===== src/rtl/adc_spi_capture.sv =====
// adc_spi_capture: SPI read-out of the dual-channel 14-bit ADC.
// One accepted GO_ADC gives one AD_CONV strobe followed by a 34-SCK read frame.
// Both 14-bit samples are reduced to 8-bit offset binary on ADC0/ADC1, then
// DONE_ADC is raised.
// Optional feature macro: ADC_ROUND_EN selects round-to-nearest with saturation.
// The default build (macro undefined) truncates the samples instead.
module adc_spi_capture #(
  parameter int CLK_DIV = 2
) (
  input  logic       clk,
  input  logic       rst,
  input  logic       GO_ADC,
  input  logic       SPI_MISO,
  output logic       AD_CONV,
  output logic       SPI_SCK,
  output logic       DONE_ADC,
  output logic       BUSY,
  output logic [7:0] ADC0,
  output logic [7:0] ADC1
);

  localparam int DATA_W = 14;
  localparam int DIV_W  = $clog2(CLK_DIV + 1);
  localparam logic [DIV_W-1:0] DIV_LAST = DIV_W'(CLK_DIV - 1);
  localparam logic [5:0] LAST_BIT = 6'd33;

  typedef enum logic [1:0] {
    IDLE  = 2'd0,
    CONV  = 2'd1,
    SHIFT = 2'd2,
    FIN   = 2'd3
  } state_t;

  state_t state, state_n;

  logic [DIV_W-1:0] div_cnt, div_n;
  logic [5:0]       bit_cnt, bit_n;
  logic             sck_q, sck_n;
  logic             conv_q, conv_n;
  logic             done_q, done_n;
  logic             busy_q, busy_n;
  logic             capture;
  logic             load_res;
  logic             half_tick;

  logic signed [DATA_W-1:0] sh0, sh1;
  logic [7:0]               adc0_q, adc1_q;

  // Reduce one 14-bit two's complement sample to 8-bit offset binary.
  function automatic logic [7:0] reduce_sample(input logic signed [DATA_W-1:0] s);
    logic [7:0] r;
`ifdef ADC_ROUND_EN
    // Round half-up on bit 5; the top positive code saturates instead of wrapping.
    // A small negative value rounding up to zero is allowed.
    if ((s[13:6] == 8'h7F) && s[5])
      r = 8'h7F;
    else
      r = s[13:6] + {7'd0, s[5]};
`else
    r = s[13:6];
`endif
    return {~r[7], r[6:0]};
  endfunction

`ifndef ADC_ROUND_EN
  // The low six bits of each sample are discarded when truncating.
  logic unused_lsbs;
  assign unused_lsbs = ^{sh0[5:0], sh1[5:0]};
`endif

  assign half_tick = (div_cnt == DIV_LAST);

  // Next-state and control decode; every target defaults to hold.
  always_comb begin
    state_n  = state;
    div_n    = div_cnt;
    bit_n    = bit_cnt;
    sck_n    = sck_q;
    conv_n   = conv_q;
    done_n   = done_q;
    busy_n   = busy_q;
    capture  = 1'b0;
    load_res = 1'b0;
    unique case (state)
      IDLE: begin
        div_n = '0;
        bit_n = '0;
        sck_n = 1'b0;
        if (GO_ADC) begin
          busy_n  = 1'b1;
          done_n  = 1'b0;
          conv_n  = 1'b1;
          state_n = CONV;
        end
      end
      CONV: begin
        // bit_cnt counts the two CLK_DIV half periods of the strobe.
        if (half_tick) begin
          div_n = '0;
          if (bit_cnt == 6'd1) begin
            bit_n   = '0;
            conv_n  = 1'b0;
            state_n = SHIFT;
          end else begin
            bit_n = bit_cnt + 6'd1;
          end
        end else begin
          div_n = div_cnt + DIV_W'(1);
        end
      end
      SHIFT: begin
        if (half_tick) begin
          div_n = '0;
          if (!sck_q) begin
            sck_n   = 1'b1;
            capture = 1'b1;
          end else begin
            sck_n = 1'b0;
            if (bit_cnt == LAST_BIT) begin
              bit_n   = '0;
              state_n = FIN;
            end else begin
              bit_n = bit_cnt + 6'd1;
            end
          end
        end else begin
          div_n = div_cnt + DIV_W'(1);
        end
      end
      FIN: begin
        load_res = 1'b1;
        done_n   = 1'b1;
        busy_n   = 1'b0;
        state_n  = IDLE;
      end
      default: state_n = IDLE;
    endcase
  end

  // State, counters, strobes and result registers.
  always_ff @(posedge clk) begin
    if (rst) begin
      state   <= IDLE;
      div_cnt <= '0;
      bit_cnt <= '0;
      sck_q   <= 1'b0;
      conv_q  <= 1'b0;
      done_q  <= 1'b0;
      busy_q  <= 1'b0;
      adc0_q  <= 8'h80;
      adc1_q  <= 8'h80;
    end else begin
      state   <= state_n;
      div_cnt <= div_n;
      bit_cnt <= bit_n;
      sck_q   <= sck_n;
      conv_q  <= conv_n;
      done_q  <= done_n;
      busy_q  <= busy_n;
      if (load_res) begin
        adc0_q <= reduce_sample(sh0);
        adc1_q <= reduce_sample(sh1);
      end
    end
  end

  // Sample shift registers: MISO enters on the SCK rising edge, MSB first.
  always_ff @(posedge clk) begin
    if (capture) begin
      if ((bit_cnt >= 6'd2) && (bit_cnt <= 6'd15))
        sh0 <= {sh0[DATA_W-2:0], SPI_MISO};
      if ((bit_cnt >= 6'd18) && (bit_cnt <= 6'd31))
        sh1 <= {sh1[DATA_W-2:0], SPI_MISO};
    end
  end

  assign AD_CONV  = conv_q;
  assign SPI_SCK  = sck_q;
  assign DONE_ADC = done_q;
  assign BUSY     = busy_q;
  assign ADC0     = adc0_q;
  assign ADC1     = adc1_q;

endmodule


===== config.mk =====
export PLATFORM = sky130hd
export DESIGN_NAME = adc_spi_capture
export DESIGN_NICKNAME = d
export VERILOG_FILES = /design/src/rtl/adc_spi_capture.sv
export SDC_FILE = /design/constraint.sdc
export NUM_CORES = 1
export LEC_CHECK = 0
export CAP_MARGIN = 20
export CORE_MARGIN = 3
export CORE_UTILIZATION = 65
export DETAILED_ROUTE_END_ITERATION = 10
export DONT_BUFFER_PORTS = 1
export HOLD_SLACK_MARGIN = 0.15
export MAX_ROUTING_LAYER = met4
export PLACE_DENSITY = 0.87
export REMOVE_ABC_BUFFERS = 1
export SYNTH_ARGS = -nofsm -noshare
export SYNTH_HDL_FRONTEND = slang
export SYNTH_SLANG_ARGS = --single-unit

===== constraint.sdc =====
create_clock -name clk -period 7.3 [get_ports clk]
set_clock_uncertainty 0.15 [all_clocks]
set_input_delay 2.19 -clock clk [delete_from_list [all_inputs] [get_ports clk]]
set_output_delay 2.19 -clock clk [all_outputs]
set_load 0.005 [all_outputs]

==> flow_summary.toml <==
[worst_hold_path]
hold_class = "reg -> reg"
hold_path_startpoint = "sh1[3]$_DFFE_PP_"
hold_depth = 0
hold_path_end = "sh1[4]$_DFFE_PP_"

[clock_network]
cts_resized = 0
root_buffer = "clkbuf_4"
htree_levels = 3
clk_pin_slew_ps = 100
cts_setup_buffers = 0
cts.sinks = 58
clk-insertion-delay-late_ps = 390
cts-hold-fix-buffers = 0
cts_made_buffers = 9
clockBufferDepth = 2
cts_tree = "done"

[setup_path]
cp.required_ps = 4960
cp-end-kind = "output pin"
worstSetupPathType = "reg -> out"
worstReg2RegStart = "state[0]$_SDFFE_PP0P_"
cp.depth = 0
start_kind = "flip-flop"
arrival_ps = 850
crit_path_max_fanout = 6
r2r_cells = 4
r2r-end = "sh0[0]$_DFFE_PP_"
r2r_slack_ps = 4910

[routing]
ant_nets = 0
routed.top_layer = "met4"
routed-wl-met2_mm = 1.92
via_per_inst = 5.84
first_pass_iters = 4
drt_iter0_drc = 117
drt_wl_total_mm = 4.06
route.met3.wl_um = 273
wl_per_cell_um = 16.6
wl_met1_mm = 1.73
post-route-drc-count = 0
vias = 1430

[run_status]
status = "finished, final reports clean"

[die]
ioPinCount = 24
fp.dieArea_um2 = 4360
core_area_um2 = 3390
die_width_um = 66.0
dieHeight_um = 66.0
start_util_pct = 69.1
num_rows = 21

[timing]
setup_viol = 0
setup_slack_ps = 4110
period_needed_ps = 3190
whs_ps = 267
max_freq_mhz = 313
maxSlewViolCount = 0
rsz0062_at_grt = "no"
relSlewSlack_pct = 29.1
tns_ps = 0
worst_slew_pin_slew_ps = 1060
fin_crit_sh_pct = 43.7
final-hold-violation-count = 0

[placement]
preCtsSetupSlack_ps = 3780
detailed_place_hpwl_mm = 2.68
io_buffers = 0
gp_congestion = 0.812

[logic_synthesis]
synthMostInstantiatedCell = "dfxtp_1"
synth_cells = 191
synth.distinct_cells = 31
yosys_most_used_dff = "dfxtp_1"
ys_async_sr_fraction_pct = 0
synth-edff-count = 28
netlist.top_cell.by_area = "edfxtp_1"
synthesis.area_per_instance_um2 = 12.3
ys_seq_area_share_pct = 61.6
synth.cell_area_um2 = 2340
synth_area_leaders = "edfxtp_1 (36%), dfxtp_1 (26%), mux2i_1 (7.3%)"
yosys_warnings = 0
synth.top_cells.by_count = "dfxtp_1 (30), edfxtp_1 (28), nor2_1 (25)"
synthDominantCellAreaShare_pct = 35.9
synth-seq-cells = 58

[grt]
grt_pass1_wl_mm = 7.04
grt.overflow.total = 0
grt_pass1_vias = 1444
grt_max_degree = 30
antenna_found_initial = 0
gr-usage-all-layers_pct = 23.1

[flow_run]
cap_violations = 0

[cells_and_area]
syn2layout_area_growth_pct = 6.63
diodes = 0
nFillCells = 213
final_nets = 207
drive_above_1_share_pct = 10.6
multiInputGateArea_um2 = 825
seq_area_um2 = 1440

[power_and_ir_drop]
cellLeakagePower_uw = 0.000844
power-per-cell-area_nw_per_um2 = 290
ir_drop_v = 0.000197
power by group:
part,internal (µW),switching (µW),total (µW)
clock,96.9,115,212
combinational,58.2,85.3,143
sequential,353,16.3,370
layout by cell type (no fill, tap or decap):
master,count
clkbuf_4,9
a31oi_1,6
clkinv_2,2
inv_1,8
o21bai_1,3
edfxtp_1,28
nor3_2,1
mux2i_1,17
nand2_1,3
ha_1,8
nor3_1,3
dfxtp_1,30
a211oi_2,1
nand3_1,2
a21oi_1,9
nor3b_1,3
nor4b_4,1
or4b_1,1
o22a_1,2
o31ai_1,2
nand2b_1,9
o21ai_0,7
or2b_1,2
clkbuf_16,1
nor2_1,25
clkbuf_8,1
nand4_1,2
clkinvlp_4,2
nor4_1,2
and3_1,3
buf_6,1
nor2b_1,3
or3b_4,1
a2111oi_4,1
cells by family after synthesis:
group,Yosys count,synth area share [%]
flip-flops,58,61.6
buffers and inverters,16,3.42
multiplexers,17,7.27
AO/OA/AOI/OAI,31,9.09
adder cells (fa/ha/maj),8,4.28
AND/OR/NAND/NOR,61,14.4
worst max path at each step:
stage / to / from
global route: SPI_SCK / SPI_SCK$_SDFFE_PP0P_
global placement: bit_cnt[1]$_SDFFE_PP0P_ / rst
CTS: SPI_SCK / SPI_SCK$_SDFFE_PP0P_
floorplan: bit_cnt[1]$_SDFFE_PP0P_ / rst
detailed placement: bit_cnt[3]$_SDFFE_PP0P_ / rst
finish: SPI_SCK / SPI_SCK$_SDFFE_PP0P_
through the flow:
stage               instances  utilization, %  area (µm²)  total power (µW)
global placement          229            69.4        2350               507
detailed placement        229            69.4        2350               517
floorplan                 183               -        2290               487
global route              245            73.6        2500               770
finish                    245            73.6        2500               725
CTS                       244            73.3        2480               729
layout make-up:
class / count / share of cell area, %
well taps: 46 / 2.31
clock inverters: 4 / 1.00
clock buffers: 11 / 4.26
flip-flops and latches: 58 / 57.7
multi-input cells: 117 / 33.0
inverters: 8 / 1.20
repair buffers: 1 / 0.451
layer usage:
layer / GRT usage [%] / vias up
met5: - / -
met4: 15.7 / 0
met3: 6.80 / 15
met2: 32.7 / 50
met1: 28.6 / 670
li1: - / 695
flip-flops by register name, summed over array words and instances (netlist names):
register  count
sh0          14
div_cnt       2
DONE_ADC      1
sh1          14
BUSY          1
bit_cnt       6
state         2
ADC0          8
SPI_SCK       1
AD_CONV       1
ADC1          8
(Power assumes the default switching activity.)
